===== src/rtl/sevenseg_scan_reader.sv =====
// Rebuilds BCD digits from a scanned seven-segment display bus. A digit is captured once per dwell
// after its pattern has been stable long enough; a full frame is handed out on a valid/ready port.
module sevenseg_scan_reader #(
  parameter int NUM_DIGITS    = 4,
  parameter int STABLE_CYCLES = 4
) (
  input  logic                    clk,
  input  logic                    rst_n,
  input  logic [6:0]              seg_in,
  input  logic [NUM_DIGITS-1:0]   dig_en,
  output logic [4*NUM_DIGITS-1:0] out_bcd,
  output logic [NUM_DIGITS-1:0]   out_err,
  output logic                    out_valid,
  input  logic                    out_ready,
  output logic                    overrun
);

  localparam int CW = $clog2(STABLE_CYCLES);
  localparam int IW = (NUM_DIGITS > 1) ? $clog2(NUM_DIGITS) : 1;
  localparam logic [CW-1:0] STAB_MAX = CW'(STABLE_CYCLES - 1);

  typedef enum logic { SETTLE, HELD } cap_state_t;
  typedef enum logic { EMPTY, FULL } out_state_t;

  function automatic logic [4:0] decode(input logic [6:0] s);
    case (s)
      7'b1111110: return {1'b0, 4'd0};
      7'b0110000: return {1'b0, 4'd1};
      7'b1101101: return {1'b0, 4'd2};
      7'b1111001: return {1'b0, 4'd3};
      7'b0110011: return {1'b0, 4'd4};
      7'b1011011: return {1'b0, 4'd5};
      7'b1011111: return {1'b0, 4'd6};
      7'b1110000: return {1'b0, 4'd7};
      7'b1111111: return {1'b0, 4'd8};
      7'b1111011: return {1'b0, 4'd9};
      7'b0000000: return {1'b0, 4'hF};
      default:    return {1'b1, 4'hE};
    endcase
  endfunction

  logic [6:0]              samp_seg;
  logic [NUM_DIGITS-1:0]   samp_dig;
  logic [CW-1:0]           stab_cnt, stab_next;
  logic                    same;
  logic                    dig_onehot;
  logic [IW-1:0]           dig_idx;
  logic [3:0]              lut_bcd;
  logic                    lut_err;

  cap_state_t              cap_state, cap_next;
  logic                    capture;
  out_state_t              out_state, out_next;
  logic                    frame_complete, load, drop;

  logic [3:0]              slot_bcd [NUM_DIGITS];
  logic [NUM_DIGITS-1:0]   slot_err;
  logic [NUM_DIGITS-1:0]   captured, captured_next;
  logic [4*NUM_DIGITS-1:0] frame_bcd;

  assign same = ({dig_en, seg_in} == {samp_dig, samp_seg});

  // Capture and the counter reaching its limit share one edge, so the decision uses stab_next.
  // NOTE: every always_comb output gets a default first so no path can infer a latch.
  always_comb begin
    stab_next = '0;
    if (same) stab_next = (stab_cnt == STAB_MAX) ? stab_cnt : stab_cnt + CW'(1);
  end

  assign {lut_err, lut_bcd} = decode(samp_seg);
  assign dig_onehot = (samp_dig != '0) && ((samp_dig & (samp_dig - NUM_DIGITS'(1))) == '0);

  always_comb begin
    dig_idx = '0;
    for (int i = 0; i < NUM_DIGITS; i++)
      if (samp_dig[i]) dig_idx = dig_idx | IW'(i);
  end

  always_comb begin
    cap_next = cap_state;
    capture  = 1'b0;
    case (cap_state)
      SETTLE: if (stab_next == STAB_MAX && dig_onehot) begin
        capture  = 1'b1;
        cap_next = HELD;
      end
      HELD: if (!same) cap_next = SETTLE;
    endcase
  end

  assign frame_complete = &captured;
  assign load = frame_complete && (out_state == EMPTY || out_ready);
  assign drop = frame_complete && out_state == FULL && !out_ready;

  always_comb begin
    out_next = out_state;
    if (load)                           out_next = FULL;
    else if (out_state == FULL && out_ready) out_next = EMPTY;
  end

  // A capture landing on the transfer edge belongs to the next frame.
  always_comb begin
    captured_next = frame_complete ? '0 : captured;
    if (capture) captured_next = captured_next | samp_dig;
  end

  always_comb begin
    frame_bcd = '0;
    for (int i = 0; i < NUM_DIGITS; i++) frame_bcd[4*i +: 4] = slot_bcd[i];
  end

  assign out_valid = (out_state == FULL);

  // NOTE: sequential state uses non-blocking assignments so every register sees pre-edge values.
  always_ff @(posedge clk) begin
    if (!rst_n) begin
      samp_seg  <= '0;
      samp_dig  <= '0;
      stab_cnt  <= '0;
      cap_state <= SETTLE;
      out_state <= EMPTY;
      captured  <= '0;
      slot_err  <= '0;
      out_bcd   <= '0;
      out_err   <= '0;
      overrun   <= 1'b0;
      // NOTE: the slot array is small and a partial frame must not leak past reset, so it is cleared.
      for (int i = 0; i < NUM_DIGITS; i++) slot_bcd[i] <= '0;
    end else begin
      samp_seg  <= seg_in;
      samp_dig  <= dig_en;
      stab_cnt  <= stab_next;
      cap_state <= cap_next;
      out_state <= out_next;
      captured  <= captured_next;
      if (capture) begin
        slot_bcd[dig_idx] <= lut_bcd;
        slot_err[dig_idx] <= lut_err;
      end
      if (load) begin
        out_bcd <= frame_bcd;
        out_err <= slot_err;
      end
      if (drop) overrun <= 1'b1;
    end
  end

endmodule


===== config.mk =====
export PLATFORM = sky130hd
export DESIGN_NAME = sevenseg_scan_reader
export DESIGN_NICKNAME = d
export VERILOG_FILES = /design/src/rtl/sevenseg_scan_reader.sv
export SDC_FILE = /design/constraint.sdc
export NUM_CORES = 1
export LEC_CHECK = 0
export BUFFER_PORTS_ARGS = -buffer_cell sky130_fd_sc_hd__buf_2
export CAP_MARGIN = 20
export CORE_MARGIN = 3
export CORE_UTILIZATION = 60
export CTS_CLUSTER_DIAMETER = 120
export DETAILED_ROUTE_END_ITERATION = 8
export PLACE_DENSITY = 0.83
export SETUP_SLACK_MARGIN = 0.1
export SLEW_MARGIN = 20
export SYNTH_ARGS = -nofsm -noshare
export SYNTH_HDL_FRONTEND = slang
export SYNTH_SLANG_ARGS = --single-unit
export TNS_END_PERCENT = 1

===== constraint.sdc =====
create_clock -name clk -period 3.6 [get_ports clk]
set_clock_uncertainty 0.05 [all_clocks]
set_input_delay 0.36 -clock clk [delete_from_list [all_inputs] [get_ports clk]]
set_output_delay 0.36 -clock clk [all_outputs]
set_load 0.02 [all_outputs]

# Word-level counts from Yosys, hierarchy flattened
# Memories as Yosys holds them, arrays and structs flattened. A register that Yosys moved wholly into a read port is not among the register bits.
# Cells that the tools add are included.
# totals
output_inout_bits	22
memories	1
ram_bits	16
elab_cells	74
ff_bits	28
# mem_list
name	words	word_bits	rd	rd_clocked_by_memory_dff	write_ports	line	text
slot_bcd	4	4	4	4	4	56	logic [3:0] slot_bcd [NUM_DIGITS];
# classes
addsub	2
bitwise	4
eq_ne	13
n_lt_le_gt_ge	2
mux	24
n_reduce_logical	19
# ops
op	count
7-bit equality test (second input constant)	8
5-bit case mux with 11 select lines	1
7-bit by 6-bit equality test with 1-bit output (second input constant)	2
1-bit 2-to-1 mux	12
4-bit 2-to-1 mux	3
11-bit equality test	1
2-bit 2-to-1 mux	5
1-bit logical AND	7
7-bit logical NOT	1
1-bit logical NOT	5
4-bit bitwise AND	1
4-bit bitwise mux	1
2-bit equality test (second input constant)	2
4-bit logical NOT	1
4-bit bitwise OR	1
4-bit AND reduction	1
4-bit nonzero test	1
4-bit OR reduction	1
4-bit by 1-bit subtractor with 4-bit output (second input constant)	1
2-bit by 3-bit less-than comparator with 1-bit output (second input constant)	1
2-bit by 1-bit adder with 2-bit output (second input constant)	1
1-bit demux with 2-bit select	1
2-bit by 1-bit >= comparator with 1-bit output (second input constant)	1
1-bit NOT	2
other kinds (3)	3

# Depth between registers and ports, before layout
# Gate-level depths: netlist of run 1.
# logic_depth
depth_word	12
ltp_mapped	7
mapped_depth_nobuf	5

# Worst setup path before layout of run 1
# Ideal clock, no wire load.
# synth_path
path_type	input to register
from	in dig_en[1]
to	mem slot_bcd[2][0], enable pin
path_stages	4
arrival_ns	1.899
slack_ns	1.343
setup_ns	0.308
n_path_buf	0
required_ns	3.242
cell_sequence	or4b_1 or4b_1 or4_4 nand2_1
# synth_lines
item	line	text
from (decl)	10	input logic [NUM_DIGITS-1:0] dig_en,
to (decl)	56	

==> results.py, run 1 <==
metrics = {
    "clocking": {
        "cts-root-buf": "clkbuf_8",
        "cts_tree": "done",
        "clk_path_buf_depth": 2,
        "cts.sinks": 60,
        "cts_resized": 0,
        "clk_latency_ns": 0.33,
        "clkSlewWorstSetupHoldPaths_ns": 0.06,
        "numCtsBuffers": 9,
        "post_cts_buffers": 0,
        "htree_num_levels": 3,
        "hold_buffers": 0,
    },
    "timing": {
        "finalSetupTns_ns": 0,
        "finalMaxSlewViolations": 0,
        "layout_worst_path_cycle_share_pct": 69.0,
        "timing.final.crit_period_ns": 2.48,
        "worst_pin_slew_ns": 1.00,
        "finalHoldViolCount": 0,
        "fmax_mhz": 403,
        "maxSlewHeadroom_pct": 32.8,
        "rsz0062_at_grt": "false",
        "setup_viol": 0,
    },
    "global_routing": {
        "grt_pass1_wl_mm": 7.68,
        "grt_usage_pct": 19.7,
        "first_global_vias": 1713,
        "overflow": 0,
        "antenna_found_initial": 0,
        "grt_max_degree": 31,
    },
    "route": {
        "vias_per_cell": 5.55,
        "post_drt_wl_per_cell_um": 13.3,
        "dr.pass1.iters": 4,
        "vias": 1980,
        "wl_mm": 4.76,
        "antenna_left": 0,
        "drt-initial-drc-count": 108,
        "route.detailed.drc": 0,
    },
    "layout": {
        "nets": 318,
        "nFillCells": 289,
        "register_area_sq_mm": 0.00136,
        "layout_commonest_cell": "nand2_1",
        "multiInputGateArea_sq_mm": 0.00107,
        "layout_common_cells": "58 x nand2_1, 44 x dfxtp_1, 35 x buf_2, 30 x a21oi_1, 19 x nor2_1",
        "stdcell_area_sq_mm": 0.00286,
        "antenna_cells": 0,
        "syn_to_final_growth_pct": 14.1,
        "drive_above_1_share_pct": 17.5,
    },
    "setup_path": {
        "cp-start-kind": "flip-flop",
        "crit_type": "reg2reg",
        "cp_max_fo": 13,
        "cp.arrival_ns": 2.58,
        "critical_path_required_ns": 3.70,
        "endpoint_kind": "flip-flop",
    },
    "floorplanning": {
        "io_pins": 36,
        "start_util_pct": 65.5,
        "die_h_um": 70.6,
        "die_w_um": 70.6,
        "dieArea_sq_mm": 0.00499,
        "num_rows": 22,
        "coreArea_sq_mm": 0.00383,
    },
    "synth": {
        "syn_nets": 287,
        "yosys.cell_types.count": 39,
        "synth.avg_cell_area_sq_um": 9.18,
        "synth_top_area_share_pct": 35.2,
        "syn_area_sq_mm": 0.00250,
        "async_reset_ff_share_pct": 0,
        "synth_flop_cell": "dfxtp_1",
        "synth_area_leaders": "dfxtp_1 35%, edfxtp_1 19%, nand2_1 8.7%",
        "ys_ff_latch": 60,
        "yosysTopAreaCell": "dfxtp_1",
        "syn_inst": 273,
        "yosysWarnings": 0,
        "synth_edf_count": 16,
        "yosysSeqAreaShare_pct": 54.3,
    },
    "placement": {
        "dpl.hpwl_mm": 3.43,
        "gp_congestion": 0.979,
        "placed_area_sq_mm": 0.00269,
        "port_buffers": 35,
    },
    "power_and_ir_drop": {
        "p_sw_share_pct": 22.6,
        "comb_power_share_pct": 5.1,
        "p_clk_share_pct": 40.1,
        "p_seq_share_pct": 54.8,
        "power_switching_w": 0.000298,
        "ir_worst_vdd_v": 0.000312,
        "power_density_mw_per_mm2": 461,
        "power_leakage_nw": 1.08,
        "intPower_w": 0.00102,
    },
    "hold_path": {
        "hold_class": "in2reg",
    },
    "job": {
        "max_cap_viol_count": 0,
    },
    "outcome": {
        "status": "finished clean",
    },
}
[path summary, 6_finish.rpt]
path / from / to / slack [ns] / cells after the start
setup / recovery: samp_seg[4] / slot_bcd[2][1] / 1.12 / 5
hold / removal: seg_in[2] / samp_seg[2] / 0.20 / 2
setup reg to reg: samp_seg[4] / slot_bcd[2][1] / 1.12 / 5
hold reg to reg: out_bcd[6] / out_bcd[6] / 0.40 / 2
[registers in the layout, indices dropped and copies added (netlist names)]
name / flops
overrun: 1
slot_bcd: 16
stab_cnt: 2
out_err: 4
samp_dig: 4
cap_state: 1
out_bcd: 16
slot_err: 4
out_valid: 1
captured: 4
samp_seg: 7
[stage by stage]
stage                     util, %  power (W)  setup WS, ns  std cells  hold WS, ns
after floorplan                 -   0.000781          1.34        273        0.370
after global placement       70.2   0.000801          1.12        341        0.389
after detailed placement     70.2   0.000802          1.10        341        0.394
after CTS                    74.7    0.00132          1.14        357        0.193
after global routing         74.7    0.00135         0.806        357        0.208
final                        74.7    0.00132          1.12        357        0.204
[Yosys cell counts (all sizes together) (2+ instances only)]
cell,n
o21ai,3
inv,3
clkbuf,15
nand4,4
nand2,58
or4,3
nand3,9
nand2b,2
nor4b,2
nor2,19
xnor2,11
or4b,3
a211oi,2
nor3b,6
o22ai,2
and2,11
or3,4
xor2,2
a21oi,31
nor4,3
a221oi,2
dfxtp,44
nand3b,3
nor3,4
edfxtp,16
nand4b,2
[metal layers]
layer  global-route usage (%)  routed length (um)  part of all wire, %
met1                     25.2                2190                   46
met2                     30.8                2220                   47
met3                     4.55                 285                  6.0
met4                     11.5                  68                  1.4
met5                        0                   0                    0
[cells by family after synthesis]
group / after synthesis / share of synthesized area [%]
AND/OR/NAND/NOR: 136 / 27.9
flip-flops: 60 / 54.3
AO/OA/AOI/OAI: 44 / 9.94
buffers and inverters: 19 / 2.90
XOR/XNOR: 13 / 4.55
multiplexers: 1 / 0.400
[area by class of cell]
type                    count  area share, %
multi-input cells         194           37.5
repair buffers             36           6.39
well taps                  48           2.10
flip-flops and latches     60           47.6
clock inverters             2          0.350
clock buffers              14           5.69
inverters                   3          0.394
[critical path: stages (launching register included)]
cell     delay (ns)
dfxtp_1        0.49
xnor2_1        0.16
nand4_1        0.21
nor4_1         0.56
nand3_1        0.48
nor3b_1        0.35
[power by group through the flow]
stage	Sequential [W]	Combinational [W]	Clock (W)
after detailed placement	0.000736	0.0000664	0
after CTS	0.000721	0.0000665	0.000537
after floorplan	0.000725	0.0000563	0
final	0.000722	0.0000668	0.000529
after global placement	0.000735	0.0000654	0
after global routing	0.000724	0.0000753	0.000556
No activity file was read; power rests on OpenSTA's default activity.
==> run 2: changes to the inputs <==
--- a/config.mk
+++ b/config.mk
@@ -8,10 +8,10 @@
 export BUFFER_PORTS_ARGS = -buffer_cell sky130_fd_sc_hd__buf_2
 export CAP_MARGIN = 20
 export CORE_MARGIN = 3
-export CORE_UTILIZATION = 60
+export CORE_UTILIZATION = 50
 export CTS_CLUSTER_DIAMETER = 120
 export DETAILED_ROUTE_END_ITERATION = 8
-export PLACE_DENSITY = 0.83
+export PLACE_DENSITY = 0.74
 export SETUP_SLACK_MARGIN = 0.1
 export SLEW_MARGIN = 20
 export SYNTH_ARGS = -nofsm -noshare
==> constraint.sdc (replaced) <==
create_clock -name clk -period 2.21 [get_ports clk]
set_clock_uncertainty 0.05 [all_clocks]
set_input_delay 0.221 -clock clk [delete_from_list [all_inputs] [get_ports clk]]
set_output_delay 0.221 -clock clk [all_outputs]
set_load 0.02 [all_outputs]
==> results.py, run 2 (synthesis results as in run 1) <==
metrics = {
    "floorplanning": {
        "die_w_um": 76.8,
        "coreArea_sq_mm": 0.00479,
        "dieArea_sq_mm": 0.00590,
        "io_pins": 36,
        "die_h_um": 76.8,
        "start_util_pct": 52.3,
        "num_rows": 25,
    },
    "global_routing": {
        "grt_max_degree": 21,
        "overflow": 0,
        "antenna_found_initial": 0,
        "first_global_vias": 1981,
        "grt_pass1_wl_mm": 8.54,
        "grt_usage_pct": 18.1,
    },
    "power_and_ir_drop": {
        "power_leakage_nw": 1.20,
        "ir_worst_vdd_v": 0.000437,
        "power_density_mw_per_mm2": 686,
    },
    "layout": {
        "layout_commonest_cell": "nand2_1",
        "stdcell_area_sq_mm": 0.00314,
        "reg_top3": "out_bcd (16), slot_bcd (16), samp_seg (7)",
        "drive_above_1_share_pct": 28.8,
        "antenna_cells": 0,
        "nets": 342,
        "syn_to_final_growth_pct": 25.2,
        "final_util_pct": 65.5,
        "layout_common_cells": "57 x nand2_1, 41 x dfxtp_1, 35 x buf_2, 30 x a21oi_1, 25 x buf_4",
    },
    "timing": {
        "finalHoldViolCount": 0,
        "fmax_mhz": 449,
        "worst_pin_slew_ns": 0.693,
        "setup_viol": 4,
        "timing.final.crit_period_ns": 2.22,
        "finalMaxSlewViolations": 0,
        "layout_worst_path_cycle_share_pct": 101,
        "fin_ws_ns": -0.0149,
        "rsz0062_at_grt": "true",
        "maxSlewHeadroom_pct": 53.8,
    },
    "setup_path": {
        "critical_path_required_ns": 2.20,
        "cp_max_fo": 5,
        "cp.arrival_ns": 2.22,
        "cp-start-kind": "flip-flop",
        "endpoint_kind": "flip-flop",
        "crit_type": "reg2reg",
    },
    "hold_path": {
        "hold_class": "in2reg",
    },
    "route": {
        "wl_mm": 5.04,
        "vias_per_cell": 5.20,
        "vias": 2080,
        "antenna_left": 0,
        "post_drt_wl_per_cell_um": 12.6,
        "dr.pass1.iters": 4,
        "drt-initial-drc-count": 112,
        "route.detailed.drc": 0,
    },
    "outcome": {
        "violations": "negative setup slack",
        "status": "finished, violations left",
    },
    "job": {
        "max_cap_viol_count": 0,
    },
    "placement": {
        "dpl.hpwl_mm": 3.58,
        "placed_area_sq_mm": 0.00291,
        "port_buffers": 35,
        "gp_congestion": 0.755,
    },
    "clocking": {
        "cts_tree": "done",
        "cts.sinks": 60,
        "clk_path_buf_depth": 2,
        "numCtsBuffers": 9,
        "clk_latency_ns": 0.33,
        "cts-root-buf": "clkbuf_8",
        "clkSlewWorstSetupHoldPaths_ns": 0.07,
        "htree_num_levels": 3,
    },
}
run 2: area by class of cell:
| cell class | instances | area (sq um) |
|---|---|---|
| clock buffers | 11 | 141 |
| clock inverters | 5 | 27.5 |
| fillers | 418 | 1650 |
| inverters | 3 | 11.3 |
| multi-input cells | 194 | 1140 |
| flip-flops and latches | 60 | 1370 |
| well taps | 67 | 83.8 |
| repair buffers | 60 | 363 |
run 2: worst paths after layout:
kind	startpoint	to	slack (ns)	cells after the start
setup reg to reg	samp_dig[1]	slot_bcd[2][0]	-0.01	4
hold / removal	seg_in[4]	samp_seg[4]	0.07	2
setup / recovery	samp_dig[1]	slot_bcd[2][0]	-0.01	4
hold reg to reg	out_bcd[3]	out_bcd[3]	0.40	2
run 2: through the flow:
stage          worst slack [ns]  hold slack, ns  power, W  cells  setup TNS, ns
6_report                -0.0149          0.0693   0.00215    400        -0.0541
3_5_place_dp            -0.0617           0.388   0.00133    383         -0.262
5_1_grt                 -0.0547          0.0692   0.00226    400         -0.207
4_1_cts                 -0.0193          0.0537   0.00217    399        -0.0727
3_3_place_gp            -0.0454           0.385   0.00133    383         -0.184
2_1_floorplan            0.0857           0.293   0.00128    273              0
run 2: report_power, final:
group	internal, W	switching, W
clock network	0.000429	0.000404
logic	0.0000699	0.0000850
registers	0.00115	0.0000158
run 2: what timing repair did:
item / in CTS / in global routing
hold buffers: 0 / 0
pin swaps: 0 / 3
setup buffers: 0 / 1
endpoints found under the hold margin: 0 / 0
setup endpoints to repair: 6 / 35
resized for setup: 0 / 13
run 2: worst max-delay path: stages, from the launching register on:
cell	delay, ns
dfxtp_1	0.31
or4b_1	0.51
or4b_1	0.48
or4_4	0.48
nand2_4	0.12
run 2: metal layers:
metal | track usage [%] | share of wire [%] | up-vias
met5 | 0 | 0 | -
met4 | 6.88 | 0.46 | 0
met3 | 5.16 | 5.2 | 4
met2 | 30.5 | 50 | 52
met1 | 21.7 | 44 | 969
li1 | - | - | 1055
==> run 3: changes to the inputs <==
--- a/config.mk
+++ b/config.mk
@@ -5,12 +5,12 @@
 export SDC_FILE = /design/constraint.sdc
 export NUM_CORES = 1
 export LEC_CHECK = 0
-export BUFFER_PORTS_ARGS = -buffer_cell sky130_fd_sc_hd__buf_2
 export CAP_MARGIN = 20
 export CORE_MARGIN = 3
-export CORE_UTILIZATION = 50
+export CORE_UTILIZATION = 56
 export CTS_CLUSTER_DIAMETER = 120
 export DETAILED_ROUTE_END_ITERATION = 8
+export DONT_BUFFER_PORTS = 1
 export PLACE_DENSITY = 0.74
 export SETUP_SLACK_MARGIN = 0.1
 export SLEW_MARGIN = 20
==> results.py, run 3 (synthesis results as in run 1) <==
metrics = {
    "global_routing": {
        "grt_max_degree": 21,
        "antenna_found_initial": 0,
        "first_global_vias": 1996,
        "grt_usage_pct": 23.1,
        "overflow": 0,
        "grt_pass1_wl_mm": 9.07,
    },
    "floorplanning": {
        "coreArea_sq_mm": 0.00414,
        "num_rows": 23,
        "die_w_um": 72.9,
        "dieArea_sq_mm": 0.00531,
        "io_pins": 36,
        "die_h_um": 72.9,
        "start_util_pct": 60.4,
    },
    "clocking": {
        "cts_tree": "done",
        "clkSlewWorstSetupHoldPaths_ns": 0.07,
        "clk_latency_ns": 0.34,
        "numCtsBuffers": 9,
        "clk_path_buf_depth": 2,
        "cts-root-buf": "clkbuf_8",
        "cts.sinks": 60,
        "htree_num_levels": 3,
    },
    "placement": {
        "gp_congestion": 0.786,
        "port_buffers": 0,
        "dp.cells": 325,
        "dpl.hpwl_mm": 3.42,
    },
    "timing": {
        "timing.final.crit_period_ns": 2.21,
        "maxSlewHeadroom_pct": 54.3,
        "rsz0062_at_grt": "true",
        "fmax_mhz": 452,
        "finalMaxSlewViolations": 0,
        "fin_ws_ns": -0.00442,
        "finalHoldViolCount": 0,
        "timing.hold.ws_ns": 0.0287,
        "setup_viol": 4,
        "layout_worst_path_cycle_share_pct": 100,
        "worst_pin_slew_ns": 0.681,
    },
    "hold_path": {
        "hold_path_depth": 1,
        "hp-start": "rst_n",
        "hold_class": "in2reg",
        "worstHoldEndpoint": "slot_bcd[1][2]",
    },
    "setup_path": {
        "critical_path_required_ns": 2.22,
        "cp.arrival_ns": 2.22,
        "timing.rr.start": "samp_dig[1]",
        "crit_type": "reg2reg",
        "r2r_end": "slot_bcd[2][0]",
        "cp-start-kind": "flip-flop",
        "cp_max_fo": 5,
        "endpoint_kind": "flip-flop",
        "r2r_slack_ns": -0.004,
        "rr_worst_depth": 4,
    },
    "outcome": {
        "status": "finished, violations left",
        "violations": "negative setup slack",
    },
    "job": {
        "max_cap_viol_count": 0,
    },
    "layout": {
        "layout_commonest_cell": "nand2_1",
        "nets": 323,
        "drive_above_1_share_pct": 19.7,
        "reg_top3": "out_bcd (16), slot_bcd (16), samp_seg (7)",
        "final_cells": 364,
        "layout_common_cells": "56 x nand2_1, 38 x dfxtp_1, 30 x a21oi_1, 23 x dlygate4sd3_1, 18 x buf_4",
        "syn_to_final_growth_pct": 27.3,
        "antenna_cells": 0,
    },
    "route": {
        "antenna_left": 0,
        "post_drt_wl_per_cell_um": 15.7,
        "route.detailed.drc": 0,
        "dr.pass1.iters": 4,
        "wl_mm": 5.73,
        "vias_per_cell": 5.64,
        "vias": 2052,
        "drt-initial-drc-count": 103,
    },
    "power_and_ir_drop": {
        "power_leakage_nw": 1.10,
        "ir_worst_vdd_v": 0.000540,
        "power_density_mw_per_mm2": 697,
    },
}
## run 3: changes by cell type in the layout (fill, tap and decap cells not counted), sizes merged
cell,change
buf,-42
dlygate4sd3,+23
clkinvlp,+2
clkbuf,-1
clkinv,-1
## run 3: routing by layer
layer,vias to the layer above,share of wire [%],track usage [%]
met5,-,0,0
met4,0,1.6,10.0
li1,1020,-,-
met1,954,42,27.1
met2,68,50,37.8
met3,10,6.1,8.54
## run 3: worst max-delay path by stage
stage | start | end | slack (ns) | cells past startpoint
global placement | samp_dig[1] | slot_bcd[2][3] | 0.05 | 4
CTS | samp_dig[1] | slot_bcd[2][0] | 0.002 | 4
floorplan | samp_dig[1] | slot_bcd[2][0] | 0.09 | 4
global route | samp_dig[1] | slot_bcd[2][2] | -0.04 | 4
finish | samp_dig[1] | slot_bcd[2][0] | -0.004 | 4
detailed placement | stab_cnt[1] | slot_bcd[2][0] | 0.01 | 4
## run 3: layout make-up
type,count,area (sq um)
clock buffers,10,138
repair buffers,41,365
clock inverters,6,40.0
fillers,299,956
flip-flops and latches,60,1370
multi-input cells,194,1200
well taps,50,62.6
inverters,3,11.3
## run 3: repair_timing
item                       in CTS  in global routing
setup endpoints to repair       6                 37
setup buffers                   0                  0
gates cloned                    0                  0
pin swaps                       0                  6
resized for setup               1                 25
hold buffers                   23                  0
hold endpoints to repair       15                  0
## run 3: power breakdown
| group | internal [W] | switching (W) |
|---|---|---|
| Combinational | 0.0000882 | 0.0000831 |
| Clock | 0.000432 | 0.000452 |
| Sequential | 0.00115 | 0.0000182 |
| Total | 0.00167 | 0.000554 |
## run 3: through the flow
step	power, W	worst slack (ns)	setup TNS (ns)	cell area [sq um]	util, %
2_1_floorplan	0.00128	0.0857	0	2530	-
4_1_cts	0.00221	0.00228	0	3080	74.2
3_3_place_gp	0.00130	0.0506	0	2670	64.3
5_1_grt	0.00231	-0.0426	-0.169	3190	76.9
6_report	0.00222	-0.00442	-0.0127	3190	76.9
3_5_place_dp	0.00131	0.0117	0	2670	64.3
## run 3: worst max-delay path, stage by stage (launching register included)
cell and delay (ns):
dfxtp_2 0.32, or4b_1 0.50, or4b_1 0.47, or4_4 0.48, nand2_4 0.11
